`config.mk`:
```
export PLATFORM = sky130hd
export DESIGN_NAME = pipe_hazard_ctrl
export DESIGN_NICKNAME = d
export VERILOG_FILES = /design/src/rtl/hazard_pkg.sv /design/src/rtl/hazard_detect.sv /design/src/rtl/pipe_hazard_ctrl.sv
export SDC_FILE = /design/constraint.sdc
export NUM_CORES = 1
export LEC_CHECK = 0
export CORE_AREA = 2 2 39 41
export DETAILED_ROUTE_END_ITERATION = 12
export DIE_AREA = 0 0 41 43
export PLACE_DENSITY = 0.75
export REMOVE_ABC_BUFFERS = 1
export SYNTH_ARGS = -nofsm -noshare
export SYNTH_HDL_FRONTEND = slang
export SYNTH_HIERARCHICAL = 1
export SYNTH_SLANG_ARGS = --single-unit
```
`constraint.sdc`:
```
create_clock -name CLK -period 2.5 [get_ports CLK]
set_clock_uncertainty 0.05 [all_clocks]
set_input_delay 0.5 -clock CLK [delete_from_list [all_inputs] [get_ports CLK]]
set_output_delay 0.5 -clock CLK [all_outputs]
set_load 0.005 [all_outputs]
```
`src/rtl/hazard_pkg.sv`:
```
// hazard_pkg
//   Shared types and defaults for the pipeline hazard sequencer.
//   - hz_state_t   : sequencer FSM states
//   - stage_ctrl_t : enable/flush pair for one pipeline register
//   - REG_W_DEFAULT, CNT_W_DEFAULT : default widths
package hazard_pkg;

  localparam int REG_W_DEFAULT = 5;
  localparam int CNT_W_DEFAULT = 32;

  typedef enum logic [1:0] {
    RUN    = 2'd0,
    DWAIT  = 2'd1,
    DDONE  = 2'd2,
    HALTED = 2'd3
  } hz_state_t;

  typedef struct packed {
    logic en;
    logic flush;
  } stage_ctrl_t;

endpackage

```
`src/rtl/hazard_detect.sv`:
```
// hazard_detect
//   Combinational load-use comparator. Flags when the load sitting in ID/EX
//   writes a register the IF/ID instruction reads. Register 0 is hardwired
//   to zero, so a load targeting it never creates a dependency.
// Ports:
//   dx_dREN     in  ID/EX instr is a load
//   dx_wsel     in  ID/EX destination register
//   fd_rs/fd_rt in  IF/ID source registers
//   fd_uses_rt  in  IF/ID instr reads rt
//   load_use    out hazard detected
module hazard_detect
  import hazard_pkg::*;
#(
  parameter int REG_W = REG_W_DEFAULT
) (
  input  logic             dx_dREN,
  input  logic [REG_W-1:0] dx_wsel,
  input  logic [REG_W-1:0] fd_rs,
  input  logic [REG_W-1:0] fd_rt,
  input  logic             fd_uses_rt,
  output logic             load_use
);

  logic rs_match;
  logic rt_match;

  assign rs_match = (dx_wsel == fd_rs);
  assign rt_match = fd_uses_rt & (dx_wsel == fd_rt);
  assign load_use = dx_dREN & (dx_wsel != '0) & (rs_match | rt_match);

endmodule

```
`src/rtl/pipe_hazard_ctrl.sv`:
```
// pipe_hazard_ctrl
//   Central sequencer for the PC and the IF/ID, ID/EX, EX/MEM, MEM/WB pipeline
//   registers. Derives per-stage enable/flush from cache hits, load-use
//   hazards, control redirects and halt; remembers a completed data access
//   (DDONE) so it is not re-requested while the I-side is still stalled;
//   latches halt until reset.
//   Optional macro HAZARD_PERF_EN adds wrapping stall/bubble/flush counters.
// Ports:
//   CLK, RST (async, active-high)
//   ihit, dhit                       cache hits this cycle
//   fd_rs, fd_rt, fd_uses_rt         IF/ID source operands
//   dx_dREN, dx_wsel                 ID/EX load and destination
//   xm_dREN, xm_dWEN, xm_redirect, xm_halt   EX/MEM status
//   pc_en, {fd,dx,xm,mw}_en/_flush   pipeline control (flush beats enable)
//   dmem_req                         gated data-cache request
//   halted                           sticky halt
//   stall_cnt, bubble_cnt, flush_cnt (HAZARD_PERF_EN only)
// All outputs are combinational from state and inputs, and forced to 0
// while RST is high.
module pipe_hazard_ctrl
  import hazard_pkg::*;
#(
  parameter int REG_W = REG_W_DEFAULT
`ifdef HAZARD_PERF_EN
  ,
  parameter int CNT_W = CNT_W_DEFAULT
`endif
) (
  input  logic             CLK,
  input  logic             RST,
  input  logic             ihit,
  input  logic             dhit,
  input  logic [REG_W-1:0] fd_rs,
  input  logic [REG_W-1:0] fd_rt,
  input  logic             fd_uses_rt,
  input  logic             dx_dREN,
  input  logic [REG_W-1:0] dx_wsel,
  input  logic             xm_dREN,
  input  logic             xm_dWEN,
  input  logic             xm_redirect,
  input  logic             xm_halt,
  output logic             pc_en,
  output logic             fd_en,
  output logic             dx_en,
  output logic             xm_en,
  output logic             mw_en,
  output logic             fd_flush,
  output logic             dx_flush,
  output logic             xm_flush,
  output logic             mw_flush,
  output logic             dmem_req,
  output logic             halted
`ifdef HAZARD_PERF_EN
  ,
  output logic [CNT_W-1:0] stall_cnt,
  output logic [CNT_W-1:0] bubble_cnt,
  output logic [CNT_W-1:0] flush_cnt
`endif
);

  hz_state_t   state_reg;
  hz_state_t   state_next;

  logic        mem_op;
  logic        done_q;
  logic        in_halted;
  logic        mem_ok;
  logic        adv;
  logic        load_use;

  logic        pc_c;
  stage_ctrl_t fd_c;
  stage_ctrl_t dx_c;
  stage_ctrl_t xm_c;
  stage_ctrl_t mw_c;

  hazard_detect #(
    .REG_W (REG_W)
  ) u_detect (
    .dx_dREN    (dx_dREN),
    .dx_wsel    (dx_wsel),
    .fd_rs      (fd_rs),
    .fd_rt      (fd_rt),
    .fd_uses_rt (fd_uses_rt),
    .load_use   (load_use)
  );

  assign mem_op    = xm_dREN | xm_dWEN;
  assign done_q    = (state_reg == DDONE);
  assign in_halted = (state_reg == HALTED);
  // In DDONE the data side already finished, so only the I-side gates advance.
  assign mem_ok    = ~mem_op | dhit | done_q;
  assign adv       = ihit & mem_ok & ~in_halted;

  always_ff @(posedge CLK or posedge RST) begin
    if (RST) begin
      state_reg <= RUN;
    end else begin
      state_reg <= state_next;
    end
  end

  always_comb begin
    state_next = state_reg;
    case (state_reg)
      RUN, DWAIT: begin
        if (adv) begin
          state_next = xm_halt ? HALTED : RUN;
        end else if (mem_op & dhit) begin
          // data finished but the I-side is stalled: remember it
          state_next = DDONE;
        end else if (mem_op) begin
          state_next = DWAIT;
        end else begin
          state_next = RUN;
        end
      end
      DDONE: begin
        if (adv) begin
          state_next = xm_halt ? HALTED : RUN;
        end
      end
      HALTED:  state_next = HALTED;
      default: state_next = RUN;
    endcase
  end

  // Stage control. Priority: halt > redirect > load-use > normal advance.
  // Without adv every register holds (all zero).
  always_comb begin
    pc_c = 1'b0;
    fd_c = '0;
    dx_c = '0;
    xm_c = '0;
    mw_c = '0;
    if (adv) begin
      if (xm_halt) begin
        // halt retires into MEM/WB; younger work is frozen, EX/MEM cleared
        mw_c.en    = 1'b1;
        xm_c.flush = 1'b1;
      end else if (xm_redirect) begin
        // younger instrs (including any load-use victim) are squashed
        pc_c = 1'b1;
        fd_c = '{en: 1'b1, flush: 1'b1};
        dx_c = '{en: 1'b1, flush: 1'b1};
        xm_c = '{en: 1'b1, flush: 1'b1};
        mw_c.en = 1'b1;
      end else if (load_use) begin
        // hold PC and IF/ID, inject a bubble into ID/EX
        dx_c    = '{en: 1'b1, flush: 1'b1};
        xm_c.en = 1'b1;
        mw_c.en = 1'b1;
      end else begin
        pc_c    = 1'b1;
        fd_c.en = 1'b1;
        dx_c.en = 1'b1;
        xm_c.en = 1'b1;
        mw_c.en = 1'b1;
      end
    end
  end

  assign pc_en    = ~RST & pc_c;
  assign fd_en    = ~RST & fd_c.en;
  assign dx_en    = ~RST & dx_c.en;
  assign xm_en    = ~RST & xm_c.en;
  assign mw_en    = ~RST & mw_c.en;
  assign fd_flush = ~RST & fd_c.flush;
  assign dx_flush = ~RST & dx_c.flush;
  assign xm_flush = ~RST & xm_c.flush;
  assign mw_flush = ~RST & mw_c.flush;
  assign dmem_req = ~RST & mem_op & ~done_q & ~in_halted;
  assign halted   = ~RST & in_halted;

`ifdef HAZARD_PERF_EN
  logic [CNT_W-1:0] stall_cnt_reg;
  logic [CNT_W-1:0] bubble_cnt_reg;
  logic [CNT_W-1:0] flush_cnt_reg;
  logic             bubble_ev;
  logic             redirect_ev;

  assign bubble_ev   = adv & ~xm_halt & ~xm_redirect & load_use;
  assign redirect_ev = adv & ~xm_halt & xm_redirect;

  always_ff @(posedge CLK or posedge RST) begin
    if (RST) begin
      stall_cnt_reg  <= '0;
      bubble_cnt_reg <= '0;
      flush_cnt_reg  <= '0;
    end else if (!in_halted) begin
      if (!adv) begin
        stall_cnt_reg <= stall_cnt_reg + 1'b1;
      end
      if (bubble_ev) begin
        bubble_cnt_reg <= bubble_cnt_reg + 1'b1;
      end
      if (redirect_ev) begin
        flush_cnt_reg <= flush_cnt_reg + 1'b1;
      end
    end
  end

  assign stall_cnt  = stall_cnt_reg;
  assign bubble_cnt = bubble_cnt_reg;
  assign flush_cnt  = flush_cnt_reg;
`endif

endmodule

```
# Word level (Yosys, flattened, before mapping)
# Cells that the tools add are included.
# classes
n_shift	0
n_lt_le_gt_ge	0
n_bitwise	26
add_sub_neg	0
reduce_logical	3
n_eq_ne	6
mul	0
n_div	0
muxes	21
# ops
op	n
$and A1 B1 Y1	18
$mux W2	9
$mux W1	11
$eq A5 B5 Y1	2
$pmux W2 S3	1
$reduce_bool A5 Y1	1
$eq A2 B2 Y1 const B	2
$not A1 Y1	4
$or A1 B1 Y1	4
$eq A2 B1 Y1 const B	1
$logic_not A2 Y1	1
$ne A2 B1 Y1 const B	1
$reduce_or A2 Y1	1
# totals
memories	0
out_inout_bits	11
rom_bits	0
ff_bits	2
ramBits	0
latch_bits	0

# Logic depth before layout (Yosys ltp)
# Gate-level depths: netlist (run 1).
# depth
ltp_word	9
ltp_mapped	6
mapped_depth_nobuf	6

# Modules after synthesis
# The synthesis (run 1) kept the hierarchy.
# modules_own_cells
module	seq_area_each_um2	instances	area_per_inst_um2	cells_per_inst
pipe_hazard_ctrl	50.0	1	221.5	27
hazard_detect	0.0	1	132.6	17

# Worst setup path before layout (run 1)
# Ideal clock, no wire load.
# synth_path
path_type	input-to-output
start	input port dx_wsel[0]
end	output port pc_en
arrival_time_ps	1750
slack_ps	200
cell_stages	5
required_time_ps	1950
path_cell_list	or4_1 -> o21ai_1 -> a21oi_1 -> a2111oi_4 -> buf_4
# synth_via
elab_chain_cells	9
word_cells_on_any_way	12
classes_between	2 x eq/ne; 4 x mux; 5 x bitwise; 1 x reduce/logical
# synth_lines
item	line_no	source
start: declaration	pipe_hazard_ctrl.sv:37	input logic [REG_W-1:0] dx_wsel,
$eq A5 B5 Y1	hazard_detect.sv:28	assign rt_match = fd_uses_rt & (dx_wsel == fd_rt);
$and A1 B1 Y1	hazard_detect.sv:28	
$or A1 B1 Y1	hazard_detect.sv:29	assign load_use = dx_dREN & (dx_wsel != '0) & (rs_match | rt_match);
$and A1 B1 Y1 (*)	hazard_detect.sv:29	
net load_use	pipe_hazard_ctrl.sv:69	logic load_use;
$mux W1 (*)	pipe_hazard_ctrl.sv:148	end else if (load_use) begin
$mux W1 (*)	pipe_hazard_ctrl.sv:141	end else if (xm_redirect) begin
$mux W1 (*)	pipe_hazard_ctrl.sv:137	if (xm_halt) begin
$mux W1 (*)	pipe_hazard_ctrl.sv:136	if (adv) begin
$and A1 B1 Y1 (*)	pipe_hazard_ctrl.sv:163	assign pc_en = ~RST & pc_c;
end: declaration	pipe_hazard_ctrl.sv:42	output logic pc_en,
# The timed path passes the listed nets; every way through them passes the cells marked *.

# Worst setup path after layout (run 1)
# layout_path
start	input port dx_wsel[3]
end	output port fd_en
# layout_via
elab_chain_cells	9
word_cells_on_any_way	12
classes_between	2 x eq/ne; 4 x mux; 5 x bitwise; 1 x reduce/logical
# layout_lines
item	line_no	source
$eq A5 B5 Y1	hazard_detect.sv:28	
$and A1 B1 Y1	hazard_detect.sv:28	
$or A1 B1 Y1	hazard_detect.sv:29	
$and A1 B1 Y1 (*)	hazard_detect.sv:29	
net load_use	pipe_hazard_ctrl.sv:69	
$mux W1 (*)	pipe_hazard_ctrl.sv:148	
$mux W1 (*)	pipe_hazard_ctrl.sv:141	
$mux W2 (*)	pipe_hazard_ctrl.sv:137	
$mux W2 (*)	pipe_hazard_ctrl.sv:136	
$and A1 B1 Y1 (*)	pipe_hazard_ctrl.sv:164	assign fd_en = ~RST & fd_c.en;
end: declaration	pipe_hazard_ctrl.sv:43	output logic fd_en,
# Marks and branches as above.

==> results of run 1 <==
==> routing by layer <==
| metal | up-vias | GRT usage, % |
|---|---|---|
| met4 | 0 | 10.0 |
| met2 | 27 | 28.7 |
| met5 | - | 0 |
| met1 | 219 | 15.1 |
| met3 | 2 | 3.66 |
| li1 | 255 | - |
==> stage by stage <==
stage / area [sq um] / setup WS (ps) / cells / hold WS, ps
global route: 818 / -56.9 / 110 / 440
detailed placement: 782 / -742 / 103 / 572
CTS: 795 / 6.39 / 107 / 407
global placement: 782 / -695 / 103 / 574
floorplan: 332 / 345 / 41 / 200
finish: 818 / -0.975 / 110 / 413
==> synth_stat cells <==
master,number
buf_4,3
nor4_1,3
nand2_1,2
a2111oi_4,1
conb_1,1
nor2_1,4
o21ai_1,1
o31ai_4,1
nor4_2,1
a21o_2,1
nand3_1,2
dfrtp_1,2
a21oi_1,2
nor2_2,1
a211oi_1,1
or4_1,1
nor3_1,5
xor2_1,7
xnor2_1,3
inv_1,2
==> area by class of cell <==
class | instances | area, sq um | area share (%)
Inverter | 2 | 7.51 | 0.917
Tap cell | 16 | 20.0 | 2.45
Sequential cell | 2 | 50.0 | 6.12
Clock buffer | 3 | 22.5 | 2.75
Multi-Input combinational cell | 37 | 290 | 35.5
Timing Repair Buffer | 50 | 428 | 52.3
==> power by group <==
group          leakage (nW)  switching, mW  internal (mW)
clock                0.0138         0.0220         0.0532
sequential           0.0206         0.0115         0.0431
combinational         0.342         0.0817          0.119
==> final timing paths <==
kind | end | cells after the start
max | fd_en | 7
min | state_reg[0]$_DFFE_PP0P_ | 2
max reg2reg | state_reg[0]$_DFFE_PP0P_ | 3
min reg2reg | state_reg[1]$_DFFE_PP0P_ | 2
max in group asynchronous | state_reg[1]$_DFFE_PP0P_ | 2
min in group CLK | state_reg[1]$_DFFE_PP0P_ | 2
==> kinds of logic after synthesis <==
family | share of synthesized area, %
and+or+nand+nor | 29.0
other | 1.06
buffers and inverters | 8.48
xor gates and xnor gates | 24.7
AOI/OAI and AO/OA | 22.6
DFF | 14.1
==> timing repair <==
item / 4_1_cts / 5_1_grt
pin swaps: 18 / 1
setup buffers: 2 / 3
setup endpoints to repair: 8 / 3
resized for setup: 48 / 3
hold buffers: 0 / 0
==> impl_metrics.json, run 1 <==
{
  "critPathLaunch": "dx_wsel[3]",
  "grt_pass1_wl_mm": 1.93,
  "finalSetupViolCount": 1,
  "ctsRootBufferMaster": "clkbuf_4",
  "vias_per_cell": 4.57,
  "highest_layer": "met4",
  "rsz0062_at_grt": "true",
  "arrival_ps": 1950,
  "gr-total-overflow": 0,
  "dp_hpwl_um": 980,
  "r2r_start": "state_reg[1]$_DFFE_PP0P_",
  "drc": 0,
  "io_buffers": 34,
  "yosys.area.top_type_share_pct": 17.3,
  "die_area_sq_um": 1760,
  "drive_gt1_share_pct": 37.2,
  "post-synth-top-area-cell": "xor2_1",
  "final-max-slew-violation-count": 0,
  "reg2reg_slack_ps": 1420,
  "synth.distinct_cells": 20,
  "first_global_vias": 488,
  "start_util_pct": 25.6,
  "place.gp.congestion": 0.652,
  "clock_sinks": 2,
  "cp_max_fo": 3,
  "ys_ff_latch": 2,
  "antenna_left": 0,
  "finalWirelength_mm": 1.26,
  "status": "finished with violations",
  "antenna_cells": 0,
  "final_common_cell": "buf_4",
  "p_leak_nw": 0.377,
  "die_w_um": 41,
  "fin_nets": 121,
  "routed-wl-met2_um": 697,
  "largest_reg_flops": 2,
  "worst_path_largest_cell_delay_ps": 530,
  "dr.pass1.iters": 2,
  "setup_tns_ps": -0.975,
  "crit_chain": "buf_8 -> or4_4 -> o21ai_2 -> a21oi_2 -> buf_4 -> a2111oi_4 -> buf_2",
  "vias": 503,
  "worstSkewPairLatency_ps": 230,
  "cp.buffers_inverters": 3,
  "grt_max_degree": 7,
  "startpoint_type": "input pin",
  "core_sq_um": 1380,
  "wire_per_inst_um": 11.5,
  "finalCritPeriodShare_pct": 100,
  "cts_tree": "yes",
  "power_uw": 330,
  "layout_common_cells": "buf_4, clkdlybuf4s50_1, dlygate4sd2_1",
  "die_h_um": 43,
  "cts.path.max_buffers": 2,
  "cts.clk_slew.worst_paths_ps": 30,
  "grtUsageTotal_pct": 16.2,
  "wl_met1_um": 389,
  "finish.utilization_pct": 59.1,
  "ir_worst_vdd_v": 0.000295,
  "setup_slack_ps": -0.975,
  "std_cell_rows": 14,
  "min_path_type": "input pin to async pin",
  "cp.required_ps": 1950,
  "syn_area_sq_um": 354,
  "layout-area-overhead-vs-synth_pct": 131,
  "synth.avg_cell_area_sq_um": 8.05,
  "pwr_density_cell_nw_per_um2": 403,
  "synthTopCellsByArea": "xor2_1, dfrtp_1, a2111oi_4",
  "num_io_pins": 36,
  "htreeDepth": 1,
  "period_minus_slack_ps": 2500,
  "end_kind": "output port",
  "maxCapViolCount": 0,
  "cts_made_buffers": 3,
  "yosysSeqAreaShare_pct": 14.1,
  "failed_checks": "negative setup slack",
  "drt_iter0_drc": 13,
  "yosysWarnings": 6,
  "critical_path.slowest_cell": "or4_4",
  "nFillCells": 133,
  "antenna_found_initial": 0,
  "final_hold_viol_count": 0,
  "crit_family": "simple AND/OR/NAND/NOR gates",
  "fmax_mhz": 400,
  "netlist_instances": 44,
  "wl_met3_um": 152,
  "path_class": "input pin to output port"
}
No activity file was read; power rests on OpenSTA's default activity.
==> inputs of run 2 (changes only) <==
--- a/config.mk
+++ b/config.mk
@@ -12,5 +12,4 @@
 export REMOVE_ABC_BUFFERS = 1
 export SYNTH_ARGS = -nofsm -noshare
 export SYNTH_HDL_FRONTEND = slang
-export SYNTH_HIERARCHICAL = 1
 export SYNTH_SLANG_ARGS = --single-unit
==> run 2 against run 1 <==
The run now ends clean; routed wire length shrank 2.5%; register-to-register slack lost 170 ps; synthesized area grew 0.35%; sequential power grew 1%; cell area grew 3.8%; total power shrank 6.3%; first-iteration DRC count shrank 69%; sequential cell count is the same; non-clock buffer count shrank 1; die area is the same; worst setup slack gained 100 ps; via count grew 0.60%; critical path type unchanged; highest routed layer is now met3.
==> impl_metrics.json, run 2 <==
{
  "ys_async_sr_fraction_pct": 100,
  "die_h_um": 43,
  "first_global_vias": 500,
  "nFillCells": 133,
  "post-synth-top-area-cell": "xor2_1",
  "ctsRootBufferMaster": "clkbuf_4",
  "ys_ff_latch": 2,
  "finalWirelength_mm": 1.23,
  "yosys-top-cells-count": "xor2_1, nor3_1, buf_4",
  "antenna_found_initial": 0,
  "final_area_sq_um": 850,
  "synth.avg_cell_area_sq_um": 8.67,
  "htreeDepth": 1,
  "clock_sinks": 2,
  "finalSetupViolCount": 0,
  "final_hold_viol_count": 0,
  "period_minus_slack_ps": 2400,
  "finish.utilization_pct": 61.4,
  "arrival_ps": 1850,
  "die_w_um": 41,
  "layout_common_cells": "clkdlybuf4s50_1, buf_4, xor2_1, dlygate4sd2_1, dlymetal6s2s_1",
  "cts_tree": "yes",
  "pre_cts_slack_ps": -497,
  "std_cell_rows": 14,
  "power_uw": 309,
  "min_path_type": "input pin to async pin",
  "grt_max_degree": 6,
  "setup_slack_ps": 98.5,
  "maxCapViolCount": 0,
  "synth_top_flop_cell": "dfrtp_1",
  "pwr_density_cell_nw_per_um2": 364,
  "cp_max_fo": 2,
  "yosysWarnings": 0,
  "grtUsageTotal_pct": 14.9,
  "synth.distinct_cells": 24,
  "status": "finished, final reports clean",
  "grt_pass1_wl_mm": 1.79,
  "yosysSeqAreaShare_pct": 14.1,
  "synth_edf_count": 0,
  "startpoint_type": "input pin",
  "holdBufCountCts": 0,
  "wire_per_inst_um": 11.6,
  "layout-area-overhead-vs-synth_pct": 139,
  "final-max-slew-violation-count": 0,
  "fin_nets": 117,
  "gr-total-overflow": 0,
  "largest_reg_flops": 2,
  "num_io_pins": 36,
  "drt_iter0_drc": 4,
  "dp_hpwl_um": 991,
  "antenna_cells": 0,
  "netlist_instances": 41,
  "cts.clk_slew.worst_paths_ps": 30,
  "core_sq_um": 1380,
  "fmax_mhz": 416,
  "cts.path.max_buffers": 2,
  "p_leak_nw": 0.430,
  "ir_worst_vdd_v": 0.000177,
  "synthTopCellsByArea": "xor2_1, dfrtp_1, a2111oi_4",
  "place.gp.congestion": 0.681,
  "vias": 506,
  "end_kind": "output port",
  "worstSkewPairLatency_ps": 220,
  "path_class": "input pin to output port",
  "io_buffers": 34,
  "rsz0062_at_grt": "false",
  "start_util_pct": 25.7,
  "dpl-instance-area_sq_um": 783,
  "vias_per_cell": 4.77,
  "yosys.area.top_type_share_pct": 22.2,
  "yosysMostFrequentCell": "xor2_1",
  "cp.required_ps": 1950,
  "finalCritPeriodShare_pct": 96.1,
  "drc": 0,
  "antenna_left": 0,
  "syn_area_sq_um": 355,
  "cts_made_buffers": 3,
  "dr.pass1.iters": 3,
  "die_area_sq_um": 1760,
  "drive_gt1_share_pct": 34.4
}
## run 2: metrics by stage
stage,hold slack (ps),TNS (ps),instances
6_report,418,0,106
5_1_grt,429,0,106
4_1_cts,527,-157,104
3_5_place_dp,496,-2930,100
3_3_place_gp,483,-2800,100
2_1_floorplan,197,0,38
## run 2: final timing paths
check                                              start                        to  slack (ps)  depth (start not counted)
worst min register to register  state_reg[0]$_DFFE_PP0P_  state_reg[0]$_DFFE_PP0P_         530                          1
max in group asynchronous                            RST  state_reg[1]$_DFFE_PP0P_        1890                          4
worst min-delay path                                 RST  state_reg[0]$_DFFE_PP0P_         420                          4
min in group CLK                state_reg[0]$_DFFE_PP0P_  state_reg[0]$_DFFE_PP0P_         530                          1
worst max register to register  state_reg[1]$_DFFE_PP0P_  state_reg[0]$_DFFE_PP0P_        1250                          3
worst max-delay path                             xm_halt                  dx_flush         100                          6
## run 2: logic make-up after synthesis
| group | synth area share (%) |
|---|---|
| flops | 14.1 |
| xor+xnor | 24.6 |
| compound gates | 34.5 |
| simple gates | 17.3 |
| other cells | 1.06 |
| buf+inv | 8.45 |
## run 2: critical path: stages
cell,delay (ps)
clkdlybuf4s50_1,470
a2111oi_4,330
buf_4,170
o211ai_1,80
o21bai_1,150
buf_2,130
## run 2: final cells by class
cell class	count	area, sq um	area share [%]
clock buffer	3	22.5	2.65
multi-input combinational	34	308	36.2
sequential	2	50.0	5.89
timing repair buffer	49	442	52.0
inverter	2	7.51	0.884
tap	16	20.0	2.36
## run 2: per-layer routing
metal	up-vias	part of all wire, %	GRT usage, %
li1	247	-	-
met1	231	33	13.5
met2	28	58	27.5
met3	0	9.4	2.09
met4	0	0	10.0
met5	-	0	0
## run 2: where the power goes
group	internal, mW	switching, mW
logic	0.118	0.0643
clock network	0.0530	0.0186
registers	0.0428	0.0126
total	0.214	0.0954
## run 2: what timing repair did
item | CTS | global route
setup endpoints to repair | 8 | 6
pin swaps | 6 | 5
setup buffers | 1 | 2
resized for setup | 26 | 11
==> inputs of run 3 (changes only) <==
--- a/config.mk
+++ b/config.mk
@@ -10,6 +10,7 @@
 export DIE_AREA = 0 0 41 43
 export PLACE_DENSITY = 0.75
 export REMOVE_ABC_BUFFERS = 1
+export SKIP_LAST_GASP = 1
 export SYNTH_ARGS = -nofsm -noshare
 export SYNTH_HDL_FRONTEND = slang
 export SYNTH_SLANG_ARGS = --single-unit
==> run 3 against run 2 <==
Clock-buffer cell count stayed put; sequential cell count stayed put; routed wire length hardly changed; largest power group unchanged; critical path type unchanged; global-route usage stayed put.
==> impl_metrics.json, run 3 (same netlist as run 2, synthesis figures left out) <==
{
  "antenna_cells": 0,
  "hold_depth": 1,
  "path_depth": 6,
  "finalWirelength_mm": 1.23,
  "wire_per_inst_um": 11.6,
  "setup_slack_ps": 52.6,
  "grt_util_met3_pct": 2.09,
  "ctsRootBufferMaster": "clkbuf_4",
  "largest_reg_flops": 2,
  "layout-area-overhead-vs-synth_pct": 138,
  "start_util_pct": 25.7,
  "cts_tree": "yes",
  "pwr_density_cell_nw_per_um2": 366,
  "die_w_um": 41,
  "finalCritPeriodShare_pct": 97.9,
  "maxCapViolCount": 0,
  "final_hold_viol_count": 0,
  "worstSkewPairLatency_ps": 220,
  "reg2regPathDepth": 3,
  "gr-max-usage-layer": "met2",
  "gr-usage-met2_pct": 27.5,
  "drc": 0,
  "cts_made_buffers": 3,
  "cp.buffers_inverters": 3,
  "gr-total-overflow": 0,
  "ir_worst_vdd_v": 0.000177,
  "fin_nets": 117,
  "final_area_sq_um": 846,
  "num_io_pins": 36,
  "grtUsageTotal_pct": 14.9,
  "antenna_found_initial": 0,
  "grt_util_met1_pct": 13.5,
  "cts.path.max_buffers": 2,
  "place.gp.congestion": 0.681,
  "setup_tns_ps": 0,
  "cts.clk_slew.worst_paths_ps": 30,
  "cp_max_fo": 2,
  "fmax_mhz": 409,
  "finalSetupViolCount": 0,
  "pre_cts_slack_ps": -497,
  "min_path_type": "flip-flop to flip-flop",
  "fin_cells": 106,
  "die_h_um": 43,
  "final_common_cell": "clkdlybuf4s50_1",
  "io_buffers": 34,
  "rsz0062_at_grt": "true",
  "dp_hpwl_um": 991,
  "p_leak_nw": 0.421,
  "startpoint_type": "input pin",
  "crit_family": "buffers and inverters",
  "dr.pass1.iters": 3,
  "critical_path.slowest_cell": "clkdlybuf4s50_1",
  "first_global_vias": 500,
  "die_area_sq_um": 1760,
  "drt_iter0_drc": 4,
  "period_minus_slack_ps": 2450,
  "std_cell_rows": 14,
  "vias_per_cell": 4.75,
  "grt_pass1_wl_mm": 1.79,
  "clock_sinks": 2,
  "place_inst": 100,
  "worst_path_largest_cell_delay_ps": 470,
  "power_uw": 309,
  "arrival_ps": 1900,
  "end_kind": "output port",
  "crit_chain": "clkdlybuf4s50_1 -> a2111oi_4 -> buf_4 -> o211ai_1 -> o21bai_1 -> buf_2",
  "grt_max_degree": 6,
  "antenna_left": 0,
  "final-max-slew-violation-count": 0,
  "holdWs_ps": 530,
  "cp.required_ps": 1950,
  "path_class": "input pin to output port",
  "finish.utilization_pct": 61.1,
  "htreeDepth": 1,
  "vias": 504,
  "core_sq_um": 1380,
  "dpl-instance-area_sq_um": 783,
  "layout_common_cells": "clkdlybuf4s50_1, buf_4, dlygate4sd2_1",
  "drive_gt1_share_pct": 34.4,
  "status": "finished, final reports clean"
}
[run 3: changes by cell type in the layout (fill, tap and decap cells not counted)]
cell,before,now
dlygate4sd2_1,9,10
dlymetal6s2s_1,6,5
clkdlybuf4s15_1,1,0
clkdlybuf4s50_1,15,16
[run 3: worst register-to-register path, stage by stage (launching register included)]
cell and delay (ps):
dfrtp_1 420, nor3_1 420, buf_4 180, a221o_1 110
[run 3: layer usage]
metal	wire (um)	up-vias
li1	-	247
met5	0	-
met4	0	0
met3	108	0
met1	413	229
met2	706	28
[run 3: what timing repair did]
item,CTS,global route
pin swaps,6,5
setup endpoints to repair,8,6
hold buffers,0,0
resized for setup,24,11
cloned,0,0
setup buffers,1,2
[run 3: cell type report]
class | instances | area [sq um]
timing repair buffer | 49 | 438
tap | 16 | 20.0
fill | 133 | 538
multi-input combinational | 34 | 308
inverter | 2 | 7.51
sequential | 2 | 50.0
clock buffer | 3 | 22.5
[run 3: path summary, 6_finish.rpt]
path,end,slack [ps],from
min in group asynchronous,state_reg[0]$_DFFE_PP0P_,750,RST
min reg2reg,state_reg[0]$_DFFE_PP0P_,530,state_reg[0]$_DFFE_PP0P_
min,state_reg[0]$_DFFE_PP0P_,530,state_reg[0]$_DFFE_PP0P_
max in group asynchronous,state_reg[1]$_DFFE_PP0P_,1560,RST
max,dx_flush,50,RST
max reg2reg,state_reg[0]$_DFFE_PP0P_,1250,state_reg[1]$_DFFE_PP0P_
[run 3: power breakdown]
group          total, mW  internal (mW)  switching [mW]
Combinational      0.183          0.118          0.0643
Clock             0.0716         0.0530          0.0186
Sequential        0.0552         0.0428          0.0124
Total              0.309          0.214          0.0952
